File: src/rtl/dot_product_accumulator.sv
// Sums every VEC_LEN accepted unsigned products into one saturating dot-product result,
// presented on a valid/ready output register. in_ready also freezes the upstream multiplier.
module dot_product_accumulator #(
    parameter int WIDTH     = 8,
    parameter int VEC_LEN   = 16,
    parameter int ACC_WIDTH = 2*WIDTH+4,
    parameter int CNT_WIDTH = 4
) (
    input  logic                 clk,
    input  logic                 reset,
    input  logic                 clear,
    input  logic [2*WIDTH-1:0]   in_product,
    input  logic                 in_valid,
    output logic                 in_ready,
    output logic [ACC_WIDTH-1:0] out_sum,
    output logic                 out_overflow,
    output logic                 out_valid,
    input  logic                 out_ready,
    output logic [CNT_WIDTH-1:0] count
);

    // state | meaning
    // ACCUM | no result pending; products accumulate freely
    // HOLD  | result presented, waiting for out_ready
    typedef enum logic {ACCUM = 1'b0, HOLD = 1'b1} mode_t;

    localparam logic [CNT_WIDTH-1:0] LAST = CNT_WIDTH'(VEC_LEN-1);

    mode_t                state, state_next;
    logic [ACC_WIDTH-1:0] acc;
    logic                 sat;
    logic [ACC_WIDTH:0]   sum_wide;
    logic [ACC_WIDTH-1:0] next_acc;
    logic                 next_sat;
    logic                 accept;
    logic                 final_accept;
    logic                 take;

    // One extra bit catches the carry; a carry pins the sum at all-ones.
    assign sum_wide     = {1'b0, acc} + (ACC_WIDTH+1)'(in_product);
    assign next_acc     = sum_wide[ACC_WIDTH] ? '1 : sum_wide[ACC_WIDTH-1:0];
    assign next_sat     = sat | sum_wide[ACC_WIDTH];
    assign accept       = in_valid && in_ready;
    assign final_accept = accept && (count == LAST);
    assign take         = (state == HOLD) && out_ready;

    always_ff @(posedge clk or negedge reset) begin
        if (!reset) begin
            state <= ACCUM;
        end else begin
            state <= state_next;
        end
    end

    always_comb begin
        state_next = state;
        if (final_accept) begin
            state_next = HOLD;
        end else if (take) begin
            state_next = ACCUM;
        end
    end

    always_comb begin
        out_valid = (state == HOLD);
        in_ready  = !clear && ((state == ACCUM) || out_ready);
    end

    always_ff @(posedge clk or negedge reset) begin
        if (!reset) begin
            acc          <= '0;
            sat          <= 1'b0;
            count        <= '0;
            out_sum      <= '0;
            out_overflow <= 1'b0;
        end else if (clear) begin
            acc   <= '0;
            sat   <= 1'b0;
            count <= '0;
        end else if (final_accept) begin
            out_sum      <= next_acc;
            out_overflow <= next_sat;
            acc          <= '0;
            sat          <= 1'b0;
            count        <= '0;
        end else if (accept) begin
            acc   <= next_acc;
            sat   <= next_sat;
            count <= count + CNT_WIDTH'(1);
        end
    end

endmodule

File: config.mk
export PLATFORM = sky130hd
export DESIGN_NAME = dot_product_accumulator
export DESIGN_NICKNAME = d
export VERILOG_FILES = /design/src/rtl/dot_product_accumulator.sv
export SDC_FILE = /design/constraint.sdc
export NUM_CORES = 1
export LEC_CHECK = 0
export BUFFER_PORTS_ARGS = -buffer_cell sky130_fd_sc_hd__buf_4
export CAP_MARGIN = 30
export CORE_MARGIN = 3
export CORE_UTILIZATION = 40
export CTS_BUF_LIST = sky130_fd_sc_hd__clkbuf_4
export DETAILED_ROUTE_END_ITERATION = 7
export MAX_ROUTING_LAYER = met4
export SLEW_MARGIN = 15
export SYNTH_ARGS = -nofsm -noshare
export SYNTH_HDL_FRONTEND = slang
export SYNTH_SLANG_ARGS = --single-unit
File: constraint.sdc
create_clock -name clk -period 3.1 [get_ports clk]
set_clock_uncertainty 0.1 [all_clocks]
set_input_delay 0.155 -clock clk [delete_from_list [all_inputs] [get_ports clk]]
set_output_delay 0.155 -clock clk [all_outputs]
set_load 0.05 [all_outputs]
==> impl_metrics.yaml, run 1 <==
cts:
  clk-insertion-delay-late_ns: 0.36
  cts_root_buf: "clkbuf_4"
  cts_tree: "yes"
  cts_buffers: 5
  cts.sinks: 47
  cts_buffer_depth: 2
  cts_resized: 0
  htreeDepth: 2
  path_clk_slew_ns: 0.14
synth:
  synthArstFlopShare_pct: 100
  yosys.area_share.adder_pct: 8.46
  yosys.area_share.simple_pct: 17.6
  ys_seq_area_share_pct: 42.7
  synth.distinct_cells: 48
  yosysWarnings: 0
  synth_top_family_by_area: "compound AO/OA/AOI/OAI gates"
  syn_avg_cell_area_um2: 9.02
  synth_cells: 305
  synth_top_cell_area_share_pct: 42.7
  dominantRegCellSynth: "dfrtp_1"
  syn_nets: 344
  synthXorXnorAreaFrac_pct: 4.77
  syn_area_um2: 2750
  synth_edf_count: 0
  netlist.top_cell.by_area: "dfrtp_1"
  synth-compound-area-share_pct: 22.7
  synthMuxAreaShare_pct: 0.409
  synth-seq-cells: 47
  synth_area_leaders: "dfrtp_1, ha_1, nand2_1"
finish:
  fillerInstances: 649
  ff_latch_area_um2: 1180
  final_common_cell: "buf_4"
  final_cells: 429
  most-common-layout-cells: "buf_4, dfrtp_1, nand2_1"
  area_growth_pct: 18.0
  final_nets: 390
  final_layout_size_suffix_gt1_share_pct: 19.9
  diodes: 0
  multiInputGateArea_um2: 1480
die:
  die_x_um: 88.9
  die_area_um2: 7910
  die_y_um: 88.9
  start_util_pct: 42.4
  ioPinCount: 48
  core-area_um2: 6490
  num_rows: 29
placed_design:
  hpwlAfterDp_um: 4630
  io_buffers: 47
  dp.cells: 418
  place_congestion: 0.854
sta:
  fin_setup_tns_ns: 0
  report.final.slew_viol_count: 0
  worst_slew_pin_slew_ns: 0.617
  hold_violations: 0
  slew_headroom_pct: 58.9
  finalSetupViolCount: 0
  rsz0062_at_grt: "no"
  finalCritPeriodShare_pct: 93.3
  fmax_mhz: 346
  period_minus_slack_ns: 2.89
job:
  max_cap_viol_count: 0
drt:
  num_vias: 2304
  ant_nets: 0
  drt_wl_total_um: 6270
  remaining_drc_errors: 0
  drt-initial-drc-count: 81
  drtPass1Iterations: 4
  routedWlPerCell_um: 14.6
  via_per_inst: 5.37
worst_setup_path:
  reg2reg_from: "acc[0]"
  cp-end-kind: "flip-flop"
  cp_slowest_stage_delay_ns: 0.42
  r2r_setup_slack_ns: 0.21
  critPathBufInv: 0
  crit_chain: "ha_1, fa_1, a21o_1, a221oi_2, or3b_4, a21boi_4, o21ba_4, a21o_1, mux2_2"
  worstSetupPathType: "reg -> reg"
  cpMaxStageDelayCell: "fa_1"
  required_ns: 3.26
  critical_path_arrival_ns: 3.05
  crit_family: "compound AO/OA/AOI/OAI gates"
  r2r.worst_path.cells: 9
  cp.depth: 9
  crit_top_cell: "a21o_1"
  worstSetupStartpoint: "acc[0]"
  r2r-end: "out_sum[14]"
  cp-endpoint: "out_sum[14]"
  start_kind: "flip-flop"
  crit_fanout: 21
pwr:
  p_sw_share_pct: 36.6
  p_int_mw: 1.03
  leakage_nw: 1.59
  p_per_area_nw_per_um2: 500
  p_clk_share_pct: 18.6
  power.switching_mw: 0.595
  peakVddDrop_mv: 0.202
  power_frac_seq_pct: 43.1
  combPwrFrac_pct: 38.3
worst_hold_path:
  hold_path.class: "in -> reg"
  whs_path_depth: 4
global_route:
  grt_first_pass_wirelength_um: 10600
  antenna_found_initial: 0
  grt_pass1_vias: 2191
  grt_start_max_net_pins: 48
  grt_usage_pct: 17.5
  grt_remaining_overflow: 0
status:
  status: "complete, no violations"
[tightest hold or removal path, stage by stage]
cell,delay (ns)
buf_4,0.08
ha_1,0.12
nor2_1,0.05
o21ai_1,0.10
[worst min path at each step]
| stage | from | to | slack, ns |
|---|---|---|---|
| after floorplan | reset | acc[0] | -0.24 |
| final | in_product[0] | acc[0] | 0.09 |
| after global routing | in_product[0] | acc[0] | 0.08 |
| after CTS | in_product[0] | acc[0] | 0.07 |
| after detailed placement | reset | out_sum[4] | 0.12 |
| after global placement | reset | out_sum[3] | 0.11 |
[registers in the layout (all words and copies together) (netlist names)]
name	flops
sat	1
out_valid	1
out_sum	20
out_overflow	1
acc	20
count	4
[per-stage QoR]
stage          utilization, %  instance area [um2]  total power, mW  hold slack (ns)  setup slack, ns
6_report                 50.0                 3250             1.62           0.0879            0.209
5_1_grt                  50.0                 3250             1.75           0.0831           0.0472
4_1_cts                  50.0                 3250             1.64           0.0705            0.196
3_5_place_dp             48.6                 3160             1.33            0.118            0.223
3_3_place_gp             48.6                 3160             1.33            0.110            0.272
2_1_floorplan               -                 2750             1.18           -0.241            0.491
[layer usage]
layer | up-vias | wire length [um] | global-route usage [%]
met2 | 42 | 2870 | 27.1
met5 | - | 0 | -
met4 | 0 | 69 | 4.19
met1 | 1081 | 3120 | 23.8
met3 | 7 | 214 | 3.50
li1 | 1174 | - | -
[area by class of cell]
type                            instances  area share (%)
Tap cell                               77            2.97
Sequential cell                        47            36.2
Clock buffer                            7            1.62
Clock inverter                          1           0.154
Inverter                                3           0.347
Multi-Input combinational cell        239            45.7
Timing Repair Buffer                   55            13.0
[power groups by stage]
stage | sequential, mW | clock (mW) | combinational (mW)
2_1_floorplan | 0.709 | 0 | 0.475
3_3_place_gp | 0.710 | 0 | 0.616
3_5_place_dp | 0.712 | 0 | 0.620
4_1_cts | 0.700 | 0.313 | 0.625
5_1_grt | 0.707 | 0.343 | 0.706
6_report | 0.699 | 0.302 | 0.622
[Yosys cell counts (all sizes together) (2+ instances only)]
library cell,n
clkbuf,11
inv,3
nor2,27
a21o,9
a21oi,20
o2bb2ai,2
a211o,2
or3,2
xor2,4
ha,17
and3,2
nand2b,4
nand4,5
nand2,44
nor2b,3
o22ai,3
o21ai,45
xnor2,11
dfrtp,47
o31ai,2
o21ba,2
and2,2
a31oi,6
nor3,4
nand3,7
a41oi,2
buf,5
[logic make-up after synthesis]
family,Yosys count
flops,47
buf+inv,19
compound gates,100
mux,1
simple gates,105
fa+ha+maj,18
xor+xnor,15
[timing repair]
item / CTS / global route
setup buffers: 0 / 0
hold buffers: 3 / 0
endpoints found under the hold margin: 49 / 0
No activity file was read; power rests on OpenSTA's default activity.
==> run 2: changes to the inputs <==
--- a/config.mk
+++ b/config.mk
@@ -9,7 +9,6 @@
 export CAP_MARGIN = 30
 export CORE_MARGIN = 3
 export CORE_UTILIZATION = 40
-export CTS_BUF_LIST = sky130_fd_sc_hd__clkbuf_4
 export DETAILED_ROUTE_END_ITERATION = 7
 export MAX_ROUTING_LAYER = met4
 export SLEW_MARGIN = 15
==> run 2 against run 1 <==
  * Final cell count shrank 0.23%
  * Die area unchanged
  * Total power rose by 3.9%
  * Combinational power is essentially flat
  * Utilization up 0.21 points
  * Register-to-register slack about the same
  * Maximum frequency barely moved
  * Clock power grew 20%
  * Critical path depth stayed put
  * Setup slack barely moved
  * Non-clock buffer count shrank 1
  * Global-route usage about the same
  * Largest power group unchanged
  * Highest routed layer unchanged
==> impl_metrics.yaml, run 2 (synthesized netlist as in run 1, its figures left out) <==
global_route:
  grt_start_max_net_pins: 48
  antenna_found_initial: 0
  grt_usage_pct: 17.5
  grt_first_pass_wirelength_um: 10600
  grt_remaining_overflow: 0
  grt_pass1_vias: 2193
cts:
  htreeDepth: 2
  cts.sinks: 47
  cts_setup_buffers: 0
  path_clk_slew_ns: 0.09
  cts_buffer_depth: 2
  cts_tree: "yes"
  clk-insertion-delay-late_ns: 0.30
  cts_buffers: 5
  cts_root_buf: "clkbuf_8"
sta:
  fin_setup_tns_ns: 0
  finalCritPeriodShare_pct: 93.3
  period_minus_slack_ns: 2.89
  worst_slew_pin_slew_ns: 0.619
  fmax_mhz: 346
  report.final.slew_viol_count: 0
  finalSetupViolCount: 0
  rsz0062_at_grt: "no"
  hold_violations: 0
  slew_headroom_pct: 58.7
worst_setup_path:
  start_kind: "flip-flop"
  r2r.worst_path.cells: 9
  crit_fanout: 21
  reg2reg_from: "acc[0]"
  r2r_setup_slack_ns: 0.21
  required_ns: 3.19
  worstSetupPathType: "reg -> reg"
  cp-end-kind: "flip-flop"
  critical_path_arrival_ns: 2.98
  r2r-end: "out_sum[14]"
placed_design:
  place_congestion: 0.854
  hpwlAfterDp_um: 4630
  dp.cells: 418
  io_buffers: 47
finish:
  diodes: 0
  fillerInstances: 646
  final_cells: 428
  final_layout_size_suffix_gt1_share_pct: 19.4
  final_common_cell: "buf_4"
  final_nets: 389
  largest_registers: "acc: 20 flops, out_sum: 20 flops, count: 4 flops"
  fin_util_pct: 50.2
  most-common-layout-cells: "buf_4, dfrtp_1, nand2_1"
  area_growth_pct: 18.5
die:
  ioPinCount: 48
  die_area_um2: 7910
  die_y_um: 88.9
  num_rows: 29
  start_util_pct: 42.4
  die_x_um: 88.9
  core-area_um2: 6490
worst_hold_path:
  whs_path_depth: 3
  hold_start: "out_ready"
  hold_path.class: "in -> reg"
  whs_endpoint: "out_valid"
drt:
  via_per_inst: 5.36
  ant_nets: 0
  drtPass1Iterations: 4
  remaining_drc_errors: 0
  num_vias: 2296
  drt_wl_total_um: 6350
  routedWlPerCell_um: 14.8
  drt-initial-drc-count: 105
pwr:
  peakVddDrop_mv: 0.185
  p_per_area_nw_per_um2: 518
  leakage_nw: 1.59
status:
  status: "complete, no violations"
job:
  max_cap_viol_count: 0
-- run 2: cell count changes in the layout (fill, tap and decap cells not counted) --
cell,previous run,this run
clkbuf_4,7,0
clkbuf_8,0,5
clkbuf_1,0,2
dlygate4sd3_1,3,2
-- run 2: per-layer routing --
layer	routed length, um	vias up	track usage, %
met5	0	-	-
met4	72	0	3.79
met3	244	8	3.50
met2	2920	47	27.2
met1	3110	1075	23.9
li1	-	1166	-
-- run 2: worst max-delay path by stage --
stage,startpoint,end,cells past startpoint
2_1_floorplan,acc[0],out_sum[14],9
3_3_place_gp,acc[0],out_sum[14],9
3_5_place_dp,acc[0],out_sum[14],9
4_1_cts,acc[0],out_sum[14],9
5_1_grt,acc[0],out_sum[14],9
6_report,acc[0],out_sum[14],9
-- run 2: where the power goes --
group          switching, mW  total, mW  leakage (nW)  internal [mW]
Combinational          0.366      0.625         0.908          0.259
Clock                  0.204      0.363        0.0422          0.159
Sequential            0.0364      0.699         0.642          0.663
Total                  0.607       1.69          1.59           1.08
-- run 2: area by class of cell --
class	instances	area, um2	share of cell area (%)
Clock buffer	7	76.3	2.34
Sequential cell	47	1180	36.1
Multi-Input combinational cell	239	1480	45.5
Clock inverter	1	5.00	0.154
Inverter	3	11.3	0.345
Tap cell	77	96.3	2.96
Timing Repair Buffer	54	410	12.6
-- run 2: critical path, cell delays in order (launching register included) --
cell and delay (ns):
dfrtp_1 0.39, ha_1 0.22, fa_1 0.42, a21o_1 0.23, a221oi_2 0.36, or3b_4 0.24
a21boi_4 0.07, o21ba_4 0.32, a21o_1 0.19, mux2_2 0.25
-- run 2: repair_timing --
action | CTS | global route
gates resized for setup | 0 | 0
hold buffers | 2 | 0
hold endpoints to repair | 48 | 0
-- run 2: per-stage QoR --
stage | power (mW) | hold slack (ns) | cell area (um2) | setup WS [ns]
global placement | 1.33 | 0.110 | 3160 | 0.272
floorplan | 1.18 | -0.241 | 2750 | 0.491
global route | 1.82 | 0.0595 | 3260 | 0.0518
detailed placement | 1.33 | 0.118 | 3160 | 0.223
CTS | 1.70 | 0.0550 | 3260 | 0.200
finish | 1.69 | 0.0582 | 3260 | 0.209
==> run 3: changes to the inputs <==
--- a/config.mk
+++ b/config.mk
@@ -11,6 +11,7 @@
 export CORE_UTILIZATION = 40
 export DETAILED_ROUTE_END_ITERATION = 7
 export MAX_ROUTING_LAYER = met4
+export REMOVE_ABC_BUFFERS = 1
 export SLEW_MARGIN = 15
 export SYNTH_ARGS = -nofsm -noshare
 export SYNTH_HDL_FRONTEND = slang
==> run 3 against run 2 <==
  * Routed wire length increased by 2.1%
  * Utilization grew 0.096 points
  * Die area stayed put
  * Worst hold slack worse by 0.0064 ns
==> impl_metrics.yaml, run 3 (synthesized netlist as in run 1, its figures left out) <==
cts:
  cts_buffers: 5
  cts_tree: "yes"
  cts_buffer_depth: 2
  cts_root_buf: "clkbuf_8"
  cts.sinks: 47
  path_clk_slew_ns: 0.09
  htreeDepth: 2
  cts_resized: 0
  clk-insertion-delay-late_ns: 0.30
worst_hold_path:
  hold_start: "out_ready"
  hold_path.class: "in -> reg"
  whs_path_depth: 3
  whs_endpoint: "out_valid"
drt:
  routedWlPerCell_um: 15.2
  via_per_inst: 5.40
  ant_nets: 0
  num_vias: 2306
  met2WireLength_um: 2990
  drtPass1Iterations: 4
  remaining_drc_errors: 0
  drt-initial-drc-count: 86
  wl_met1_um: 3150
  drt_wl_total_um: 6480
  highest_layer: "met4"
  wl_met3_um: 248
finish:
  multiInputGateArea_um2: 1480
  final_cells: 427
  final_common_cell: "buf_4"
  diodes: 0
  fillerInstances: 636
  largest_registers: "acc: 20 flops, out_sum: 20 flops, count: 4 flops"
  area_growth_pct: 18.7
  final_nets: 389
  final_layout_size_suffix_gt1_share_pct: 19.7
  most-common-layout-cells: "buf_4, dfrtp_1, nand2_1"
  ff_latch_area_um2: 1180
die:
  core-area_um2: 6490
  start_util_pct: 42.4
  die_y_um: 88.9
  die_area_um2: 7910
  ioPinCount: 48
  num_rows: 29
  die_x_um: 88.9
sta:
  finalSetupViolCount: 0
  slew_headroom_pct: 55.2
  whs_ns: 0.0517
  fmax_mhz: 343
  fin_ws_ns: 0.181
  worst_slew_pin_slew_ns: 0.671
  finalCritPeriodShare_pct: 94.2
  hold_violations: 0
  period_minus_slack_ns: 2.92
  rsz0062_at_grt: "no"
  report.final.slew_viol_count: 0
job:
  max_cap_viol_count: 0
status:
  status: "complete, no violations"
worst_setup_path:
  crit_fanout: 21
  r2r-end: "out_sum[14]"
  required_ns: 3.19
  r2r_setup_slack_ns: 0.18
  cp-end-kind: "flip-flop"
  critical_path_arrival_ns: 3.01
  r2r.worst_path.cells: 9
  start_kind: "flip-flop"
  worstSetupPathType: "reg -> reg"
  reg2reg_from: "acc[0]"
placed_design:
  hpwlAfterDp_um: 4740
  place_ws_ns: 0.185
  io_buffers: 47
  dp.cells: 418
  place_congestion: 0.896
pwr:
  leakage_nw: 1.60
  p_per_area_nw_per_um2: 521
  peakVddDrop_mv: 0.187
global_route:
  grt_usage_pct: 18.5
  grt_first_pass_wirelength_um: 11200
  grt_remaining_overflow: 0
  grt_start_max_net_pins: 48
  antenna_found_initial: 0
  grt_pass1_vias: 2363
run 3: worst max path at each step:
stage	start	to	slack, ns	depth (start not counted)
final	acc[0]	out_sum[14]	0.18	9
after global routing	acc[0]	out_sum[14]	0.05	9
after CTS	acc[0]	out_sum[14]	0.16	9
after detailed placement	acc[0]	out_sum[14]	0.19	9
after global placement	acc[0]	out_sum[14]	0.27	9
after floorplan	out_valid	acc[16]	-0.76	6
run 3: worst max-delay path: stages, from the launching register on:
cell and delay [ns]:
dfrtp_1 0.39, ha_1 0.22, fa_1 0.42, a21o_1 0.22, a221oi_2 0.38, or3b_4 0.24
a21boi_4 0.07, o21ba_4 0.32, a21o_1 0.19, mux2_2 0.26
run 3: layout make-up:
class | instances | share of cell area, %
multi-input cells | 239 | 45.4
flip-flops and latches | 47 | 36.0
inverters | 3 | 0.345
well taps | 77 | 2.95
repair buffers | 54 | 12.6
clock inverters | 1 | 0.153
clock buffers | 6 | 2.53
run 3: what timing repair did:
action	CTS	global route
hold buffers	2	0
endpoints found under the hold margin	48	0
buffers inserted	0	0
run 3: per-layer routing:
metal	vias up	track usage, %
li1	1175	-
met4	0	4.74
met3	8	3.96
met5	-	-
met2	40	30.2
met1	1083	23.7
run 3: power breakdown:
part | total, mW | internal, mW | switching, mW
Sequential | 0.702 | 0.663 | 0.0390
Combinational | 0.623 | 0.259 | 0.364
Clock | 0.377 | 0.175 | 0.202
Total | 1.70 | 1.10 | 0.605
run 3: through the flow:
step | TNS (ns) | instance area (um2) | power, mW | util [%]
finish | 0 | 3270 | 1.70 | 50.3
global route | 0 | 3270 | 1.83 | 50.3
CTS | 0 | 3270 | 1.72 | 50.3
detailed placement | 0 | 3160 | 1.34 | 48.6
global placement | 0 | 3160 | 1.33 | 48.6
floorplan | -10.27 | 2670 | 1.18 | -
